**config.mk**
```make
export PLATFORM = sky130hd
export DESIGN_NAME = alu_rr_sched
export DESIGN_NICKNAME = d
export VERILOG_FILES = /design/src/rtl/alu_pkg.sv /design/src/rtl/alu_rr_sched_alu4.sv /design/src/rtl/alu_rr_sched.sv
export SDC_FILE = /design/constraint.sdc
export NUM_CORES = 1
export LEC_CHECK = 0
export ABC_AREA = 0
export CORE_AREA = 2 2 69 71
export CTS_CLUSTER_SIZE = 10
export DETAILED_ROUTE_END_ITERATION = 8
export DIE_AREA = 0 0 71 73
export GPL_TIMING_DRIVEN = 0
export PLACE_DENSITY = 0.68
export SLEW_MARGIN = 15
export SYNTH_ARGS = -nofsm -noshare
export SYNTH_HDL_FRONTEND = slang
export SYNTH_HIERARCHICAL = 1
export SYNTH_SLANG_ARGS = --single-unit
```
**constraint.sdc**
```tcl
create_clock -name clk -period 1.9 [get_ports clk]
set_clock_uncertainty 0.05 [all_clocks]
set_input_delay 0.38 -clock clk [delete_from_list [all_inputs] [get_ports clk]]
set_output_delay 0.38 -clock clk [all_outputs]
set_load 0.005 [all_outputs]
```
**src/rtl/alu_pkg.sv**
```systemverilog
// Shared definitions for the round-robin ALU scheduler: op-codes, FSM
// state encoding and a small one-hot helper for the two-requester ports.
package alu_pkg;

   // ALU op select. SUB and ADD each have an alias with bit 1 set, so
   // bit 2 selects the arithmetic group and bit 0 picks add over subtract.
   localparam logic [2:0] OP_AND     = 3'b000;
   localparam logic [2:0] OP_OR      = 3'b001;
   localparam logic [2:0] OP_XOR     = 3'b010;
   localparam logic [2:0] OP_NOT     = 3'b011;
   localparam logic [2:0] OP_SUB     = 3'b100;
   localparam logic [2:0] OP_ADD     = 3'b101;
   localparam logic [2:0] OP_SUB_ALT = 3'b110;
   localparam logic [2:0] OP_ADD_ALT = 3'b111;

   // Scheduler FSM encoding.
   localparam logic [1:0] S_IDLE = 2'd0;
   localparam logic [1:0] S_EXEC = 2'd1;
   localparam logic [1:0] S_RESP = 2'd2;

   typedef logic [1:0] req_vec_t;

   // Requester index to its bit in a two-wide handshake vector.
   function automatic req_vec_t onehot2(input logic idx);
      return idx ? 2'b10 : 2'b01;
   endfunction

endpackage

```
**src/rtl/alu_rr_sched_alu4.sv**
```systemverilog
// Purely combinational ALU datapath shared by both requesters.
// Arithmetic wraps modulo 2^WIDTH; carry and borrow are dropped.
module alu4
   import alu_pkg::*;
#(
   parameter int WIDTH = 4
) (
   input  logic [2:0]       op,
   input  logic [WIDTH-1:0] a,
   input  logic [WIDTH-1:0] b,
   output logic [WIDTH-1:0] y
);

   // Op decode; the NOT case ignores b entirely.
   always_comb begin
      y = '0;
      case (op)
         OP_AND:             y = a & b;
         OP_OR:              y = a | b;
         OP_XOR:             y = a ^ b;
         OP_NOT:             y = ~a;
         OP_SUB, OP_SUB_ALT: y = a - b;
         OP_ADD, OP_ADD_ALT: y = a + b;
         default:            y = '0;
      endcase
   end

endmodule

```
**src/rtl/alu_rr_sched.sv**
```systemverilog
// Round-robin scheduler sharing one ALU between two requesters.
// One operation in flight at a time: accept in IDLE, compute in EXEC,
// hold the result in RESP until the issuing requester takes it.
//
//   state  | meaning
//   -------+------------------------------------------------------------
//   S_IDLE | arbitrate; grant one valid requester, latch its operands
//   S_EXEC | latched operands drive the ALU; result registered into res
//   S_RESP | resp_valid[id] high with res on resp_data until resp_ready[id]
module alu_rr_sched
   import alu_pkg::*;
#(
   parameter int WIDTH = 4,
   parameter int CNT_W = 8
) (
   input  logic               clk,
   input  logic               rst_n,
   input  logic [1:0]         req_valid,
   output logic [1:0]         req_ready,
   input  logic [5:0]         req_op,
   input  logic [2*WIDTH-1:0] req_a,
   input  logic [2*WIDTH-1:0] req_b,
   output logic [1:0]         resp_valid,
   input  logic [1:0]         resp_ready,
   output logic [WIDTH-1:0]   resp_data,
   output logic               busy,
   output logic [CNT_W-1:0]   op_count
);

   logic [1:0]       state;
   logic [1:0]       state_nxt;
   logic             last_grant;
   logic             id;
   logic             g;
   logic             accept;
   logic             resp_done;
   logic [2:0]       op_r;
   logic [WIDTH-1:0] a_r;
   logic [WIDTH-1:0] b_r;
   logic [WIDTH-1:0] res;
   logic [WIDTH-1:0] alu_y;
   logic [CNT_W-1:0] cnt;

   // Grant pick: a lone requester wins; on a tie the one not served last wins.
   always_comb begin
      g = 1'b0;
      case (req_valid)
         2'b10:   g = 1'b1;
         2'b11:   g = ~last_grant;
         default: g = 1'b0;
      endcase
   end

   // Ready only in IDLE and only outside reset, so nothing is accepted
   // on the edge that clears the FSM.
   always_comb begin
      req_ready = 2'b00;
      if (rst_n && (state == S_IDLE) && (req_valid != 2'b00))
         req_ready = onehot2(g);
   end

   assign accept    = |(req_valid & req_ready);
   assign resp_done = (state == S_RESP) && resp_ready[id];

   // Response side is presented only while RESP holds a result.
   always_comb begin
      resp_valid = 2'b00;
      if (rst_n && (state == S_RESP))
         resp_valid = onehot2(id);
   end

   assign resp_data = res;
   assign busy      = (state != S_IDLE);
   assign op_count  = cnt;

   // Next-state logic for the three-phase operation cycle.
   always_comb begin
      state_nxt = state;
      case (state)
         S_IDLE:  if (accept)    state_nxt = S_EXEC;
         S_EXEC:                 state_nxt = S_RESP;
         S_RESP:  if (resp_done) state_nxt = S_IDLE;
         default:                state_nxt = S_IDLE;
      endcase
   end

   // State register; reset drops any in-flight operation.
   always_ff @(posedge clk) begin
      if (!rst_n) state <= S_IDLE;
      else        state <= state_nxt;
   end

   // Operand capture at the request handshake; held for the whole operation.
   always_ff @(posedge clk) begin
      if (!rst_n) begin
         op_r <= '0;
         a_r  <= '0;
         b_r  <= '0;
         id   <= 1'b0;
      end else if (accept) begin
         op_r <= g ? req_op[5:3] : req_op[2:0];
         a_r  <= g ? req_a[2*WIDTH-1:WIDTH] : req_a[WIDTH-1:0];
         b_r  <= g ? req_b[2*WIDTH-1:WIDTH] : req_b[WIDTH-1:0];
         id   <= g;
      end
   end

   alu4 #(
      .WIDTH (WIDTH)
   ) u_alu (
      .op (op_r),
      .a  (a_r),
      .b  (b_r),
      .y  (alu_y)
   );

   // Result register, loaded once per operation during EXEC.
   always_ff @(posedge clk) begin
      if (!rst_n)                res <= '0;
      else if (state == S_EXEC)  res <= alu_y;
   end

   // Round-robin history; updated only when a response is actually taken.
   // Reset value 1 lets requester 0 win the first tie.
   always_ff @(posedge clk) begin
      if (!rst_n)         last_grant <= 1'b1;
      else if (resp_done) last_grant <= id;
   end

   // Completed-response counter, free-running modulo 2^CNT_W.
   always_ff @(posedge clk) begin
      if (!rst_n)         cnt <= '0;
      else if (resp_done) cnt <= cnt + 1'b1;
   end

endmodule
```
# == Word-level counts from Yosys, hierarchy flattened ==
# Index checks and enable logic that the tools add are counted.
# totals
regBits,27
latch_bits,0
ram_bits,0
mem_bits_ro,0
inputBits,28
output_inout_bits,17
wordCells,57
n_memories,0
# classes
n_addsub,3
multipliers,0
div,0
magnitude_cmp,1
n_eq_ne,13
n_shift,0
n_mux,14
bitwise_logic,6
n_reduce_logical,12
# op_table
op,count
4-bit case mux with 6 select lines,1
"3-bit == test, second input constant",4
2-bit 2-to-1 mux,6
"8-bit by 1-bit adder with 8-bit output, second input constant",1
4-bit 2-to-1 mux,2
"2-bit == test, second input constant",3
"3-bit by 2-bit == test with 1-bit output, second input constant",2
2-bit case mux with 3 select lines,1
2-bit OR reduction,3
4-bit adder,1
4-bit AND,1
1-bit logical AND,4
"2-bit != test, second input constant",2
4-bit inverter,1
4-bit bitwise OR,1
2-bit nonzero test,2
4-bit subtractor,1
4-bit bitwise XOR,1
"3-bit by 1-bit == test with 1-bit output, second input constant",1
3-bit logical NOT,1
3-bit 2-to-1 mux,1
2-bit AND,1
"2-bit by 1-bit == test with 1-bit output, second input constant",1
2-bit logical NOT,1
5 further kinds,6

# == Logic depth before layout (Yosys ltp) ==
# Gate-level depths: netlist of run 1.
# depth
ltp_word,8
ltp_mapped,11
depth_no_buf,11

# == Hierarchy ==
# Netlist of run 1, hierarchy kept.
# modules_own_cells
module,n_inst,cells_each,area_per_inst_um2,seq_area_each_um2
alu_rr_sched,1,146,1242.4,540.5
alu4,1,60,455.4,0.0

# == Worst setup path before layout of run 1 ==
# Ideal clock, no wire load.
# synth_timing
kind,reg2reg
startpoint,register b_r[0]
endpoint,"register res[3], in the netlist resp_data[3]"
setup_ns,0.128
arrival_ns,1.878
t_required_ns,1.722
slack_ns,-0.156
path_stages_with_launch,12
n_path_buf,0
synth_period_minus_slack_ns,2.056
cell_sequence,dfxtp_1 inv_1 ha_1 nand2_1 o21ai_1 ha_1 a21o_1 a21oi_1 or3_1 a31o_1 mux2i_1 nor2_1
# synth_between
elab_chain_len,2
elab_cells_between_ends,3
classes_between,add/sub (2); mux (1)
# synth_rtl
item,line_no,text
from (decl),alu_rr_sched.sv:39,logic [WIDTH-1:0] b_r;
from (signal assigned),alu_rr_sched.sv:103,b_r <= g ? req_b[2*WIDTH-1:WIDTH] : req_b[WIDTH-1:0];
4-bit adder / 4-bit subtractor (equally long branches),"alu_rr_sched_alu4.sv:23, alu_rr_sched_alu4.sv:22",
4-bit case mux with 6 select lines (*),alu_rr_sched_alu4.sv:17,case (op)
via alu_y[3],alu_rr_sched.sv:41,logic [WIDTH-1:0] alu_y;
to (signal assigned),alu_rr_sched.sv:120,else if (state == S_EXEC) res <= alu_y;
to (decl),alu_rr_sched.sv:40,logic [WIDTH-1:0] res;
# The timed path passes the listed nets; every way through them passes the cells marked *.
# A chain may end at the register's enable or synchronous reset.

# == Final worst setup path of run 1 ==
# Same ends and word-level chain as after synthesis.

==> results of run 1 <==
-- stage by stage --
| step | setup TNS, ns | worst slack (ns) | instances | cell area, µm² | hold WS, ns |
|---|---|---|---|---|---|
| 2_1_floorplan | -0.0796 | -0.0796 | 206 | 1700 | 0.406 |
| 3_3_place_gp | -4.38 | -0.872 | 304 | 2210 | 0.404 |
| 3_5_place_dp | -4.65 | -0.871 | 304 | 2210 | 0.416 |
| 4_1_cts | -0.474 | -0.232 | 316 | 2430 | 0.416 |
| 5_1_grt | -0.327 | -0.249 | 323 | 2500 | 0.428 |
| 6_report | -0.182 | -0.182 | 323 | 2500 | 0.424 |
-- cell type report --
type | count | area [µm²] | area share, %
Multi-Input combinational cell | 152 | 1110 | 44.6
Clock inverter | 1 | 5.00 | 0.200
Timing Repair Buffer | 61 | 569 | 22.8
Sequential cell | 27 | 558 | 22.3
Clock buffer | 3 | 41.3 | 1.65
Tap cell | 54 | 67.6 | 2.70
Buffer | 10 | 76.3 | 3.05
Inverter | 15 | 67.6 | 2.70
-- cell families after synthesis --
group	Yosys count	synth area share [%]
and+or+nand+nor	64	20.3
xor gates and xnor gates	3	1.55
muxes	14	8.33
AOI/OAI and AO/OA	58	21.6
adders and majority gates	13	10.0
buffers and inverters	27	6.34
DFF	27	31.8
-- cell usage in the layout, fill, tap and decap left out, types with 2 or more instances in the layout --
cell type	n
clkdlybuf4s50_1	36
nand2_1	29
a21oi_1	26
dfxtp_1	21
buf_4	16
mux2i_1	13
inv_1	11
a311oi_1	11
ha_1	11
o21ai_0	7
nor2_1	6
clkbuf_8	5
o31ai_1	4
or4_1	4
dfxtp_4	4
nand2b_1	3
buf_6	3
buf_2	3
clkbuf_1	3
nand3b_1	3
or3_1	3
dlymetal6s2s_1	3
inv_4	3
nor3_1	2
a21bo_2	2
clkbuf_2	2
dfxtp_2	2
nand2_2	2
o21ai_2	2
xnor2_1	2
-- layer usage --
| layer | vias to the layer above | GRT usage [%] |
|---|---|---|
| met3 | 2 | 1.24 |
| met5 | - | 0 |
| met1 | 831 | 22.9 |
| met4 | 0 | 5.03 |
| li1 | 858 | - |
| met2 | 30 | 29.4 |
-- what timing repair did --
item / 4_1_cts / 5_1_grt
buffers inserted: 10 / 8
hold buffers: 0 / 0
pin swaps: 8 / 9
resized for setup: 40 / 14
setup endpoints to repair: 6 / 7
hold endpoints to repair: 0 / 0
-- registers in the layout (all words and copies together), names as in the netlist --
register and flops:
op_count 8, a_r 4, b_r 4, resp_data 4, op_r 3, state 2, id 1, last_grant 1
-- power by group through the flow --
stage / Combinational (mW) / Sequential (mW) / Clock, mW
after detailed placement: 0.425 / 0.664 / 0
after global placement: 0.414 / 0.662 / 0
after CTS: 0.500 / 0.655 / 0.344
after global routing: 0.572 / 0.662 / 0.372
after floorplan: 0.278 / 0.652 / 0
final: 0.523 / 0.655 / 0.339
-- worst min path at each step --
stage / startpoint / to / slack, ns / cells after the start
6_report: rst_n / last_grant / 0.42 / 2
5_1_grt: rst_n / last_grant / 0.43 / 2
4_1_cts: rst_n / last_grant / 0.42 / 2
3_5_place_dp: op_count[7] / op_count[7] / 0.42 / 2
3_3_place_gp: op_count[7] / op_count[7] / 0.40 / 2
2_1_floorplan: rst_n / last_grant / 0.41 / 1
==> flow_summary.json, run 1 <==
{
  "crit_path_cell_trace": "inv_4 -> ha_4 -> nand2_2 -> o21ai_2 -> ha_1 -> a21o_1 -> a21oi_2 -> or3_1 -> a31o_1 -> mux2i_1 -> nor2_1",
  "start_util_pct": 37.4,
  "antenna_found_initial": 0,
  "peakVddDrop_uv": 315,
  "fp.coreArea_um2": 4540,
  "areaGrowthSynthToFinish_pct": 47.2,
  "finalSetupViolations": 1,
  "critical_path_class": "reg2reg",
  "drc_errors": 0,
  "powerDensity_nw_per_um2": 607,
  "cts_root_buf": "clkbuf_8",
  "fin_total_pwr_mw": 1.52,
  "outcome": "complete, but fails checks",
  "top_layer_used": "met4",
  "hpwl_um": 3180,
  "rsz0062_at_grt": "true",
  "met1_length_um": 2130,
  "dr.pass1.iters": 4,
  "gp_routability_congestion": 0.800,
  "syn_area_um2": 1700,
  "cts.clk_slew.worst_paths_ns": 0.10,
  "crit_family": "adder cells",
  "leakagePower_nw": 1.06,
  "synth_seq_area_share_pct": 31.8,
  "synthArstFlopShare_pct": 0,
  "drt_wl_total_um": 4560,
  "period_share_pct": 110,
  "cp_max_fo": 2,
  "numPortBuffers": 44,
  "yosysWarnings": 6,
  "synth.top_cell.area_share_pct": 31.8,
  "p_sw_share_pct": 31.5,
  "final_layout_size_suffix_gt1_share_pct": 22.3,
  "grt_util_all_layers_pct": 17.0,
  "crit_start": "b_r[0]",
  "cp.arrival_ns": 2.19,
  "synthTopCellsByArea": "dfxtp_1 32%, ha_1 8.8%, a21oi_1 8.0%",
  "h-tree-depth": 1,
  "pwr-share-comb_pct": 34.5,
  "violations": "negative setup slack",
  "synth_most_common_cell": "nand2_1",
  "hold_path_class": "in2reg",
  "rows": 25,
  "cpMaxStageDelayCell": "dfxtp_4",
  "p_seq_share_pct": 43.2,
  "cp_slowest_stage_delay_ns": 0.37,
  "final.setup.worst_slack_ns": -0.182,
  "reg2reg_to": "resp_data[3]",
  "fmax_mhz": 480,
  "r2r_start": "b_r[0]",
  "ys.flop_type": "dfxtp_1",
  "syn_inst": 206,
  "final_util_pct": 55.1,
  "end_kind": "flop",
  "postRouteAntennaNets": 0,
  "cts_tree": "done",
  "synth_common_cells": "31 x nand2_1, 27 x a21oi_1, 27 x dfxtp_1",
  "startpoint_type": "flop",
  "clockPowerShare_pct": 22.3,
  "synth_fp_nets": 247,
  "fin_crit_ns": 2.08,
  "crit_cells": 11,
  "power.switching_uw": 478,
  "slew_headroom_pct": 66.1,
  "reg2reg_depth": 11,
  "worst_pin_slew_ns": 0.509,
  "grt_pass1_vias": 1549,
  "worstPathRequired_ns": 2.01,
  "synth_edf_count": 0,
  "ys_seq_elements": 27,
  "hold_violations": 0,
  "cts-buffers-inserted": 3,
  "syn_area_per_cell_um2": 8.24,
  "vias": 1721,
  "grt_pass1_wl_um": 7140,
  "ys_types": 40,
  "num_io_pins": 45,
  "drt-vias-per-instance": 5.33,
  "drv_slew": 0,
  "clock_latency_ns": 0.27,
  "layout.nets": 311,
  "cts_sinks": 27,
  "max_cap_violations": 0,
  "grt_max_degree": 16,
  "r2r_setup_slack_ns": -0.18,
  "die_y_um": 73,
  "gr-total-overflow": 0,
  "wl_met3_um": 97,
  "fp.dieW_um": 71,
  "wl_met2_um": 2290,
  "yosys.area.top_type": "dfxtp_1",
  "fillers": 394,
  "detail_route.iter0.violations": 126,
  "p_int_mw": 1.04,
  "cts_buffer_depth": 2,
  "path_buf_inv": 1,
  "dieArea_um2": 5180,
  "setup.worst_path.end": "resp_data[3]",
  "wire_per_inst_um": 14.1,
  "n_antenna_cell": 0
}
No activity file was read; power rests on OpenSTA's default activity.
==> run 2: changes to the inputs <==
--- a/config.mk
+++ b/config.mk
@@ -12,6 +12,7 @@
 export DIE_AREA = 0 0 71 73
 export GPL_TIMING_DRIVEN = 0
 export PLACE_DENSITY = 0.68
+export RECOVER_POWER = 50
 export SLEW_MARGIN = 15
 export SYNTH_ARGS = -nofsm -noshare
 export SYNTH_HDL_FRONTEND = slang
==> flow_summary.json, run 2 (same netlist as run 1, synthesis figures left out) <==
{
  "hold_buffers": 0,
  "die_y_um": 73,
  "powerDensity_nw_per_um2": 606,
  "cts_root_buf": "clkbuf_8",
  "hold_path_class": "in2reg",
  "violations": "negative setup slack",
  "tns_ns": -0.184,
  "cts_buffer_depth": 2,
  "final_common_cell": "clkdlybuf4s50_1",
  "grt_max_degree": 16,
  "fin_area_um2": 2490,
  "vias": 1719,
  "fin_crit_ns": 2.08,
  "drc_errors": 0,
  "antenna_found_initial": 0,
  "final_util_pct": 55.0,
  "clock_latency_ns": 0.27,
  "detail_route.iter0.violations": 136,
  "end_kind": "flop",
  "drt_wl_total_um": 4550,
  "final.setup.worst_slack_ns": -0.184,
  "fp.coreArea_um2": 4540,
  "cts-buffers-inserted": 3,
  "rsz0062_at_grt": "true",
  "max_cap_violations": 0,
  "worstPathRequired_ns": 2.01,
  "gp_routability_congestion": 0.800,
  "layout.cells.non_filler": 323,
  "fin_total_pwr_mw": 1.51,
  "peakVddDrop_uv": 315,
  "hold_violations": 0,
  "start_util_pct": 37.4,
  "placed_area_um2": 2210,
  "worst_pin_slew_ns": 0.512,
  "h-tree-depth": 1,
  "n_antenna_cell": 0,
  "dr.pass1.iters": 4,
  "wire_per_inst_um": 14.1,
  "dieArea_um2": 5180,
  "dpl.cell_count": 304,
  "critical_path_class": "reg2reg",
  "cp.arrival_ns": 2.19,
  "holdWs_ns": 0.423,
  "rows": 25,
  "grt_pass1_wl_um": 7140,
  "num_io_pins": 45,
  "outcome": "complete, but fails checks",
  "fillers": 396,
  "hpwl_um": 3180,
  "drt-vias-per-instance": 5.32,
  "mostFrequentLayoutCells": "31 x clkdlybuf4s50_1, 29 x nand2_1, 26 x a21oi_1",
  "numPortBuffers": 44,
  "slew_headroom_pct": 65.8,
  "leakagePower_nw": 1.07,
  "cts_sinks": 27,
  "drv_slew": 0,
  "period_share_pct": 110,
  "cts.clk_slew.worst_paths_ns": 0.10,
  "areaGrowthSynthToFinish_pct": 46.9,
  "fmax_mhz": 480,
  "fp.dieW_um": 71,
  "place_ws_ns": -0.871,
  "cts_tree": "done",
  "finalSetupViolations": 1,
  "grt_pass1_vias": 1549,
  "final_layout_size_suffix_gt1_share_pct": 21.6,
  "startpoint_type": "flop",
  "gr-total-overflow": 0,
  "postRouteAntennaNets": 0,
  "cp_max_fo": 2,
  "grt_util_all_layers_pct": 17.0,
  "layout.nets": 311,
  "largest_register_ffs": 8
}
[run 2: cell types whose count changed in the layout (fill, tap and decap cells not counted), sizes merged]
cell,change
clkdlybuf4s50,-5
dlygate4sd3,+5
buf,-3
clkbuf,+3
[run 2: metal layers]
metal  global-route usage [%]  wire (µm)  part of all wire [%]
met1                     22.9       2140                    47
met4                     5.03         34                  0.75
met3                     1.24         90                   2.0
met5                        0          0                     0
met2                     29.4       2290                    50
[run 2: path summary, 6_finish.rpt]
kind | startpoint | endpoint | slack (ns) | cells past startpoint
max | b_r[0] | resp_data[3] | -0.18 | 11
min | rst_n | last_grant | 0.42 | 2
max reg2reg | b_r[0] | resp_data[3] | -0.18 | 11
min reg2reg | op_count[7] | op_count[7] | 0.42 | 2
[run 2: repair_timing]
action,in CTS,in global routing
gates cloned,0,0
buffers inserted,10,8
setup endpoints to repair,6,7
gates resized for setup,40,14
pin swaps,8,9
[run 2: final cells by class]
class,count,area [µm²],area share [%]
clock inverter,1,5.00,0.201
buffer,10,75.1,3.01
inverter,15,67.6,2.71
tap,54,67.6,2.71
timing repair buffer,61,569,22.8
multi-input combinational,152,1110,44.5
sequential,27,558,22.4
clock buffer,3,41.3,1.65
[run 2: critical path: stages, from the launching register on]
cell,delay [ns]
dfxtp_4,0.38
inv_4,0.04
ha_4,0.23
nand2_2,0.06
o21ai_2,0.06
ha_1,0.28
a21o_1,0.15
a21oi_2,0.06
or3_1,0.30
a31o_1,0.19
mux2i_1,0.12
nor2_1,0.05
[run 2: power breakdown]
group	internal (mW)	leakage [nW]	switching (mW)	total, mW
Combinational	0.281	0.817	0.238	0.519
Sequential	0.606	0.224	0.0486	0.655
Clock	0.147	0.0255	0.192	0.339
Total	1.03	1.07	0.478	1.51
